`src/rtl/vga_pkg.sv`:
```
// vga_pkg: shared defaults and helpers for the VGA timing generator.
// Holds 640x480@60 timing, colour field widths, the counter type and the axis-total function.
// No logic; imported by the interface, the axis counter and the top.
package vga_pkg;
   localparam int CNT_W         = 10;
   localparam int CNT_MAX_TOTAL = 1 << CNT_W;

   typedef logic [CNT_W-1:0] cnt_t;

   // 640x480@60 with a 25 MHz pixel clock
   localparam int H_ACTIVE_DEF = 640;
   localparam int H_FP_DEF     = 16;
   localparam int H_SYNC_DEF   = 96;
   localparam int H_BP_DEF     = 48;
   localparam int V_ACTIVE_DEF = 480;
   localparam int V_FP_DEF     = 10;
   localparam int V_SYNC_DEF   = 2;
   localparam int V_BP_DEF     = 33;

   // RGB332 DAC
   localparam int R_W_DEF = 3;
   localparam int G_W_DEF = 3;
   localparam int B_W_DEF = 2;

   function automatic int axis_total(input int active, input int fp, input int sync, input int bp);
      return active + fp + sync + bp;
   endfunction
endpackage

```
`src/rtl/vga_timing_gen_if.sv`:
```
// vga_timing_gen_if: pixel request bus towards the frame buffer and sync/colour bus towards the DAC.
// master = timing generator (drives requests, syncs, colour); slave = pattern/frame-buffer + DAC side.
// pix_color is returned combinationally in the same cycle as req_x/req_y.
interface vga_timing_gen_if
   import vga_pkg::*;
#(
   parameter int R_W = R_W_DEF,
   parameter int G_W = G_W_DEF,
   parameter int B_W = B_W_DEF
);
   cnt_t                   req_x;
   cnt_t                   req_y;
   logic                   req_valid;
   logic [R_W+G_W+B_W-1:0] pix_color;
   logic                   hsync;
   logic                   vsync;
   logic                   de;
   logic [R_W-1:0]         red;
   logic [G_W-1:0]         green;
   logic [B_W-1:0]         blue;
   logic                   frame_start;
   logic                   line_start;

   modport master (
      output req_x, req_y, req_valid,
      input  pix_color,
      output hsync, vsync, de, red, green, blue, frame_start, line_start
   );

   modport slave (
      input  req_x, req_y, req_valid,
      output pix_color,
      input  hsync, vsync, de, red, green, blue, frame_start, line_start
   );
endinterface

```
`src/rtl/vga_axis_counter.sv`:
```
// vga_axis_counter: one timing axis (active, front porch, sync, back porch), counting 0..TOTAL-1.
// Latency: count_o is the register; active_o/in_sync_o/wrap_o decode it combinationally.
// Backpressure: advances only when tick_i && wrap_in_i; otherwise holds.
// Ports: clk_i, rst_ni (sync, active-low), tick_i (step request), wrap_in_i (enable),
//        count_o, active_o, in_sync_o, wrap_o (count at its last value).
module vga_axis_counter
   import vga_pkg::*;
#(
   parameter int ACTIVE = H_ACTIVE_DEF,
   parameter int FP     = H_FP_DEF,
   parameter int SYNC   = H_SYNC_DEF,
   parameter int BP     = H_BP_DEF
) (
   input  logic clk_i,
   input  logic rst_ni,
   input  logic tick_i,
   input  logic wrap_in_i,
   output cnt_t count_o,
   output logic active_o,
   output logic in_sync_o,
   output logic wrap_o
);
   localparam int   TOTAL    = axis_total(ACTIVE, FP, SYNC, BP);
   localparam cnt_t LAST     = cnt_t'(TOTAL - 1);
   localparam cnt_t ACT_END  = cnt_t'(ACTIVE);
   localparam cnt_t SYNC_BEG = cnt_t'(ACTIVE + FP);
   localparam cnt_t SYNC_END = cnt_t'(ACTIVE + FP + SYNC);

   if (TOTAL > CNT_MAX_TOTAL) begin : g_total_too_big
      $error("vga_axis_counter: total %0d does not fit the counter", TOTAL);
   end

   cnt_t count_q, count_d;

   always_comb begin
      count_d = count_q;
      if (tick_i && wrap_in_i) begin
         count_d = (count_q == LAST) ? '0 : count_q + cnt_t'(1);
      end
   end

   always_ff @(posedge clk_i) begin
      if (!rst_ni) begin
         count_q <= '0;
      end else begin
         count_q <= count_d;
      end
   end

   assign count_o   = count_q;
   assign active_o  = (count_q < ACT_END);
   assign in_sync_o = (count_q >= SYNC_BEG) && (count_q < SYNC_END);
   assign wrap_o    = (count_q == LAST);
endmodule

```
`src/rtl/vga_timing_gen.sv`:
```
// vga_timing_gen: parametrised VGA timing and pixel output stage; requests pixel colour one cycle ahead.
// Latency: 1 cycle from request (req_x/req_y) to aligned hsync/vsync/de/colour/pulses.
// Backpressure: en=0 freezes counters and every output register.
// Ports: clk25MHz, rst (sync, active-low), en, vga (master modport: requests out, pix_color in,
//        syncs/de/colour/frame_start/line_start out); pattern_sel only with VGA_TEST_PATTERN_EN.
// Macro VGA_TEST_PATTERN_EN adds pattern_sel, which swaps pix_color for 8 vertical colour bars.
module vga_timing_gen
   import vga_pkg::*;
#(
   parameter int H_ACTIVE = H_ACTIVE_DEF,
   parameter int H_FP     = H_FP_DEF,
   parameter int H_SYNC   = H_SYNC_DEF,
   parameter int H_BP     = H_BP_DEF,
   parameter int V_ACTIVE = V_ACTIVE_DEF,
   parameter int V_FP     = V_FP_DEF,
   parameter int V_SYNC   = V_SYNC_DEF,
   parameter int V_BP     = V_BP_DEF,
   parameter bit HS_POL   = 1'b0,
   parameter bit VS_POL   = 1'b0,
   parameter int R_W      = R_W_DEF,
   parameter int G_W      = G_W_DEF,
   parameter int B_W      = B_W_DEF
) (
   input logic                 clk25MHz,
   input logic                 rst,
   input logic                 en,
`ifdef VGA_TEST_PATTERN_EN
   input logic                 pattern_sel,
`endif
   vga_timing_gen_if.master    vga
);
   localparam int PIX_W = R_W + G_W + B_W;

   cnt_t h_cnt, v_cnt;
   logic h_act, h_sync, h_wrap;
   logic v_act, v_sync, v_wrap_unused;
   logic req_valid;

   vga_axis_counter #(.ACTIVE(H_ACTIVE), .FP(H_FP), .SYNC(H_SYNC), .BP(H_BP)) u_h_cnt (
      .clk_i     (clk25MHz),
      .rst_ni    (rst),
      .tick_i    (1'b1),
      .wrap_in_i (en),
      .count_o   (h_cnt),
      .active_o  (h_act),
      .in_sync_o (h_sync),
      .wrap_o    (h_wrap)
   );

   // Lines step on the last pixel of each line.
   vga_axis_counter #(.ACTIVE(V_ACTIVE), .FP(V_FP), .SYNC(V_SYNC), .BP(V_BP)) u_v_cnt (
      .clk_i     (clk25MHz),
      .rst_ni    (rst),
      .tick_i    (h_wrap),
      .wrap_in_i (en),
      .count_o   (v_cnt),
      .active_o  (v_act),
      .in_sync_o (v_sync),
      .wrap_o    (v_wrap_unused)
   );

   assign req_valid     = h_act && v_act;
   assign vga.req_x     = h_cnt;
   assign vga.req_y     = v_cnt;
   assign vga.req_valid = req_valid;

   logic [PIX_W-1:0] color_src;

`ifdef VGA_TEST_PATTERN_EN
   // Bar index = (x*8)/H_ACTIVE; only meaningful inside the active area, masked elsewhere.
   localparam logic [CNT_W+2:0] BAR_DIV = (CNT_W+3)'(H_ACTIVE);
   logic [CNT_W+2:0] bar_num;
   logic [2:0]       bar;
   logic [PIX_W-1:0] pattern;

   assign bar_num   = {h_cnt, 3'b000};
   assign bar       = 3'(bar_num / BAR_DIV);
   assign pattern   = {{R_W{bar[2]}}, {G_W{bar[1]}}, {B_W{bar[0]}}};
   assign color_src = pattern_sel ? pattern : vga.pix_color;
`else
   assign color_src = vga.pix_color;
`endif

   logic             hsync_q, hsync_d;
   logic             vsync_q, vsync_d;
   logic             de_q, de_d;
   logic [PIX_W-1:0] color_q, color_d;
   logic             frame_start_q, frame_start_d;
   logic             line_start_q, line_start_d;

   assign hsync_d       = h_sync ? HS_POL : ~HS_POL;
   assign vsync_d       = v_sync ? VS_POL : ~VS_POL;
   assign de_d          = req_valid;
   assign color_d       = req_valid ? color_src : '0;
   assign frame_start_d = req_valid && (h_cnt == '0) && (v_cnt == '0);
   assign line_start_d  = req_valid && (h_cnt == '0);

   always_ff @(posedge clk25MHz) begin
      if (!rst) begin
         hsync_q       <= ~HS_POL;
         vsync_q       <= ~VS_POL;
         de_q          <= 1'b0;
         color_q       <= '0;
         frame_start_q <= 1'b0;
         line_start_q  <= 1'b0;
      end else if (en) begin
         hsync_q       <= hsync_d;
         vsync_q       <= vsync_d;
         de_q          <= de_d;
         color_q       <= color_d;
         frame_start_q <= frame_start_d;
         line_start_q  <= line_start_d;
      end
   end

   assign vga.hsync       = hsync_q;
   assign vga.vsync       = vsync_q;
   assign vga.de          = de_q;
   assign vga.red         = color_q[PIX_W-1 -: R_W];
   assign vga.green       = color_q[B_W +: G_W];
   assign vga.blue        = color_q[0 +: B_W];
   assign vga.frame_start = frame_start_q;
   assign vga.line_start  = line_start_q;
endmodule
```
`src/flat_wrapper.sv`:
```
// flat-port wrapper written by rule: the top's interface ports become plain ports
module vga_timing_gen_flat import vga_pkg::*;
#(
   parameter int H_ACTIVE = H_ACTIVE_DEF,
   parameter int H_FP     = H_FP_DEF,
   parameter int H_SYNC   = H_SYNC_DEF,
   parameter int H_BP     = H_BP_DEF,
   parameter int V_ACTIVE = V_ACTIVE_DEF,
   parameter int V_FP     = V_FP_DEF,
   parameter int V_SYNC   = V_SYNC_DEF,
   parameter int V_BP     = V_BP_DEF,
   parameter bit HS_POL   = 1'b0,
   parameter bit VS_POL   = 1'b0,
   parameter int R_W      = R_W_DEF,
   parameter int G_W      = G_W_DEF,
   parameter int B_W      = B_W_DEF
)
  (clk25MHz, rst, en, vga_req_x, vga_req_y, vga_req_valid, vga_pix_color, vga_hsync, vga_vsync, vga_de, vga_red, vga_green, vga_blue, vga_frame_start, vga_line_start);
  vga_timing_gen_if #(.R_W(R_W), .G_W(G_W), .B_W(B_W)) vga_i ();
  input logic clk25MHz;
  input logic rst;
  input logic en;
  output wire logic [$bits(vga_i.req_x)-1:0] vga_req_x;
  output wire logic [$bits(vga_i.req_y)-1:0] vga_req_y;
  output wire logic [$bits(vga_i.req_valid)-1:0] vga_req_valid;
  input wire logic [$bits(vga_i.pix_color)-1:0] vga_pix_color;
  output wire logic [$bits(vga_i.hsync)-1:0] vga_hsync;
  output wire logic [$bits(vga_i.vsync)-1:0] vga_vsync;
  output wire logic [$bits(vga_i.de)-1:0] vga_de;
  output wire logic [$bits(vga_i.red)-1:0] vga_red;
  output wire logic [$bits(vga_i.green)-1:0] vga_green;
  output wire logic [$bits(vga_i.blue)-1:0] vga_blue;
  output wire logic [$bits(vga_i.frame_start)-1:0] vga_frame_start;
  output wire logic [$bits(vga_i.line_start)-1:0] vga_line_start;
  assign vga_req_x = vga_i.req_x;
  assign vga_req_y = vga_i.req_y;
  assign vga_req_valid = vga_i.req_valid;
  assign vga_i.pix_color = vga_pix_color;
  assign vga_hsync = vga_i.hsync;
  assign vga_vsync = vga_i.vsync;
  assign vga_de = vga_i.de;
  assign vga_red = vga_i.red;
  assign vga_green = vga_i.green;
  assign vga_blue = vga_i.blue;
  assign vga_frame_start = vga_i.frame_start;
  assign vga_line_start = vga_i.line_start;
  vga_timing_gen #(.H_ACTIVE(H_ACTIVE), .H_FP(H_FP), .H_SYNC(H_SYNC), .H_BP(H_BP), .V_ACTIVE(V_ACTIVE), .V_FP(V_FP), .V_SYNC(V_SYNC), .V_BP(V_BP), .HS_POL(HS_POL), .VS_POL(VS_POL), .R_W(R_W), .G_W(G_W), .B_W(B_W)) u_core (.clk25MHz(clk25MHz), .rst(rst), .en(en), .vga(vga_i));
endmodule
```
`config.mk`:
```
export PLATFORM = sky130hd
export DESIGN_NAME = vga_timing_gen_flat
export DESIGN_NICKNAME = d
export VERILOG_FILES = /design/src/rtl/vga_pkg.sv /design/src/rtl/vga_timing_gen_if.sv /design/src/rtl/vga_axis_counter.sv /design/src/rtl/vga_timing_gen.sv /design/src/flat_wrapper.sv
export SDC_FILE = /design/constraint.sdc
export NUM_CORES = 1
export LEC_CHECK = 0
export BUFFER_PORTS_ARGS = -buffer_cell sky130_fd_sc_hd__buf_4
export CORE_MARGIN = 4
export CORE_UTILIZATION = 54
export CTS_CLUSTER_DIAMETER = 50
export DETAILED_ROUTE_END_ITERATION = 8
export PLACE_DENSITY_LB_ADDON = 0.1
export SYNTH_ARGS = -nofsm -noshare
export SYNTH_HDL_FRONTEND = slang
export SYNTH_SLANG_ARGS = --single-unit
```
`constraint.sdc`:
```
create_clock -name clk25MHz -period 3.32 [get_ports clk25MHz]
set_clock_uncertainty 0.05 [all_clocks]
set_input_delay 0.498 -clock clk25MHz [delete_from_list [all_inputs] [get_ports clk25MHz]]
set_output_delay 0.498 -clock clk25MHz [all_outputs]
set_load 0.01 [all_outputs]
```
[Word-level counts from Yosys, hierarchy flattened]
Index checks and enable logic that the tools add are counted.
Storage, ports and cells
  bits in registers: 33
  output and inout port bits: 34
  logic and storage cells: 31
Operators by class
  mux-type cells: 5
  order comparisons: 6
  eq/ne operators: 2
  reductions and logical operators: 8
  $add $sub $neg: 2
Operator list (count)
  adder 10 x 1 -> 10 bit (second input constant): 2
  equality test 10 bit (second input constant): 2
  logical NOT 10 bit: 2
  < comparator 10 bit (second input constant): 2
  < comparator 10 x 9 -> 1 bit (second input constant): 2
  two-way mux 10 bit: 2
  greater-or-equal comparator 10 bit (second input constant): 1
  greater-or-equal comparator 10 x 9 -> 1 bit (second input constant): 1
  two-way mux 8 bit: 1
  logical AND 1 bit: 6
  two-way mux 1 bit: 2

[Longest topological paths before layout]
  depth after elaboration: 4
  depth in mapped cells: 6
  depth with buffers taken out: 5

[By module]
A second synthesis with hierarchy kept.
Second synthesis, totals
  cells, all modules: 185
  area, all modules: 1611.5 µm²
Modules (own cells, without submodules)
  vga_timing_gen: seq. area each 260.2 µm², cells each 64, area an instance 555.5 µm², times used 1
  vga_axis_counter at u_core.u_v_cnt: seq. area each 200.2 µm², cells each 61, area an instance 543.0 µm², times used 1
  vga_axis_counter at u_core.u_h_cnt: seq. area each 200.2 µm², cells each 60, area an instance 513.0 µm², times used 1

[Worst setup path before layout]
Ideal clock, no wire load.
  path kind: flip-flop to flip-flop
  start: register u_core.u_h_cnt.count_q[0], in the netlist u_core.u_h_cnt.count_o[0]
  end: register u_core.u_v_cnt.count_q[4], in the netlist u_core.u_v_cnt.count_o[4]
  path buffers: 1
  library setup time: 72 ps
  cell stages (with the launch flop): 7
  period minus slack after synthesis: 1768 ps
  data arrival time: 1646 ps
  slack: 1552 ps
  cell sequence: dfxtp_1 > ha_1 > and4_1 > buf_6 > nand3_4 > or4b_1 > a21oi_1
Between the ends
  word-level cells in the longest chain between the ends: 2
Ends and longest elaborated chain
  start: declaration: line vga_axis_counter.sv:33  | cnt_t count_q, count_d;
  start signal: assignment: line vga_axis_counter.sv:46  | count_q <= count_d;
  equality test 10 bit: line vga_axis_counter.sv:53  | assign wrap_o = (count_q == LAST);
  logical AND 1 bit: line vga_axis_counter.sv:37  | if (tick_i && wrap_in_i) begin
  end signal: assignment: line vga_axis_counter.sv:46
  end: declaration: line vga_axis_counter.sv:33
Every way passes these cells.
A chain may end at the register's enable or synchronous reset.

[Final worst setup path]
  start: register u_core.u_h_cnt.count_q[0], in the netlist u_core.u_h_cnt.count_o[0]
  end: register u_core.u_v_cnt.count_q[2], in the netlist u_core.u_v_cnt.count_o[2]
Same word-level chain as after synthesis.

==> impl_metrics.toml <==
[clock_network]
clk_latency_ns = 0.33
clk_path_buf_depth = 2
cts.sinks = 33
cts_tree = "built"
clockRootBuffer = "clkbuf_4"
ctsResizeCount = 0
clkTransAtPathRegs_ns = 0.10
postCtsSetupBuffers = 0
h-tree-depth = 2
cts_hold_buf = 0
cts_inserted_buffers = 5

[sta]
slew_viol_final = 0
fin_crit_sh_pct = 62.3
timing.setup.tns_ns = 0
rsz0062_at_grt = "no"
worst_slew_pin_slew_ns = 0.647
setup_viol = 0
max_freq_mhz = 484
slew_headroom_pct = 56.4
setup_ws_ns = 1.25
fin_crit_ns = 2.07
hold_violations = 0

[synthesis]
ys_seq_area_share_pct = 43.1
synth.most_common_cell = "dfxtp_1"
synth.largest_area_cell = "dfxtp_1"
syn_avg_cell_area_um2 = 8.82
synth_edf_count = 0
synth_cell_types = 37
synth_area_leaders = "dfxtp_1, nor2_1, a21oi_1, xor2_1, ha_1"
syn_inst = 174
synth_common_cells = "dfxtp_1, nor2_1, a21oi_1, nand2_1, nand3_1"
syn_area_um2 = 1530
synth_nets = 189
ys.flop_type = "dfxtp_1"
synth_top_area_share_pct = 43.1
async_flop_share_pct = 0
synth-seq-cells = 33
synth_warnings = 0

[cells_and_area]
nets = 235
fill_cells = 219
regArea_um2 = 661
multi_input_area_um2 = 825
stdcell_area_um2 = 1930
syn_to_final_growth_pct = 25.9
postLayoutCoreUtil_pct = 70.7
diodes = 0
drive_gt1_share_pct = 24.5

[routing]
wl_per_cell_um = 14.8
drtPass1Iterations = 4
wl_um = 3720
via_count = 1466
via_per_inst = 5.84
drc = 0
ant_nets = 0
drt-initial-drc-count = 85

[setup_path]
critPathRequiredTime_ns = 3.47
cp_max_fo = 9
start_kind = "flip-flop"
worstPathArrival_ns = 2.22
cp-end-kind = "flip-flop"
critPathKind = "flip-flop to flip-flop"

[placement]
place_ws_ns = 1.18
placed_cell_area_um2 = 1880
port_buffers = 44
hpwl_um = 2690
place_congestion = 0.820

[global_route]
grt_max_degree = 19
grt_pass1_wl_um = 5980
grt_antenna_before_repair = 0
grt-ovfl-total = 0
grt_usage_pct = 22.1
grt_pass1_vias = 1331

[floorplanning]
design.core.area_um2 = 2730
fp.dieH_um = 61.3
die_w_um = 61.3
placement_rows = 19
dieArea_um2 = 3760
initial_utilization_pct = 56.1
io_pins = 45

[worst_hold_path]
hp-class = "input pin to flip-flop"

[power_and_ir_drop]
p_leak_nw = 0.814
p_per_area_nw_per_um2 = 374
vdd_ir_drop_max_mv = 0.364

[run]
drv_cap = 0

[outcome]
status = "completed"
## sequential cells by signal, indices dropped and copies added (netlist names)
name / flops
u_core.color_q: 8
u_core.vga.frame_start: 1
u_core.vga.line_start: 1
u_core.u_h_cnt.count_o: 10
u_core.vga.de: 1
u_core.u_v_cnt.count_o: 10
u_core.vga.vsync: 1
u_core.vga.hsync: 1
## cell type report
class                           count  share of cell area, %
Tap cell                           31                   2.01
Inverter                            6                   1.17
Clock buffer                        7                   2.85
Sequential cell                    33                   34.2
Multi-Input combinational cell    130                   42.7
Timing Repair Buffer               44                   17.1
## where the power goes
| part | internal, mW | switching [mW] | total, mW |
|---|---|---|---|
| Combinational | 0.0396 | 0.0373 | 0.0770 |
| Clock | 0.0999 | 0.127 | 0.227 |
| Sequential | 0.409 | 0.0109 | 0.420 |
| Total | 0.548 | 0.175 | 0.723 |
## final timing paths
check	start	end	slack, ns	cells past startpoint
max	u_core.u_h_cnt.count_o[0]$_SDFFE_PN0P_	u_core.u_v_cnt.count_o[2]$_SDFFE_PN0P_	1.25	5
min	vga_pix_color[0]	u_core.color_q[0]$_SDFFE_PN0P_	0.33	3
max reg2reg	u_core.u_h_cnt.count_o[0]$_SDFFE_PN0P_	u_core.u_v_cnt.count_o[2]$_SDFFE_PN0P_	1.25	5
min reg2reg	u_core.vga.line_start$_SDFFE_PN0P_	u_core.vga.line_start$_SDFFE_PN0P_	0.44	2
## layer usage
| metal | wire length, um | vias to the layer above | track usage, % | share of wire (%) |
|---|---|---|---|---|
| met5 | 0 | - | 0 | 0 |
| met4 | 94 | 0 | 11.8 | 2.5 |
| met3 | 308 | 11 | 6.92 | 8.3 |
| met2 | 1680 | 67 | 33.5 | 45 |
| met1 | 1630 | 671 | 28.0 | 44 |
| li1 | - | 717 | - | - |
## cells by family (layout without fill, tap and decap cells)
kind of cell	Yosys count	in the layout	share of synthesized area (%)
adders and majority gates	4	4	3.26
AOI/OAI and AO/OA	29	29	10.8
and+or+nand+nor	85	85	32.7
xor gates and xnor gates	10	10	5.71
buffers and inverters	11	57	3.18
DFF	33	33	43.1
muxes	2	2	1.31
## worst max-delay path, cell delays in order, from the launching register on
cell and delay, ns:
dfxtp_1 0.42, ha_1 0.20, and4_1 0.39, nand3_4 0.16, o21ai_0 0.57, nor2_1 0.14
## stage by stage
| step | power (mW) | cells | hold WS [ns] |
|---|---|---|---|
| 2_1_floorplan | 0.467 | 174 | 0.434 |
| 6_report | 0.723 | 251 | 0.335 |
| 4_1_cts | 0.730 | 251 | 0.322 |
| 3_3_place_gp | 0.504 | 244 | 0.403 |
| 3_5_place_dp | 0.506 | 244 | 0.414 |
| 5_1_grt | 0.757 | 251 | 0.325 |
## cell usage in the layout, fill, tap and decap left out, drive strengths merged, types with 4 or more instances in the layout
master	count
buf	44
dfxtp	33
nor2	22
a21oi	14
nand2	12
nand3	10
xor2	7
nand4	7
clkbuf	7
o21ai	6
and4	5
inv	5
nor2b	4
ha	4
Power figures use the tool's default switching activity.
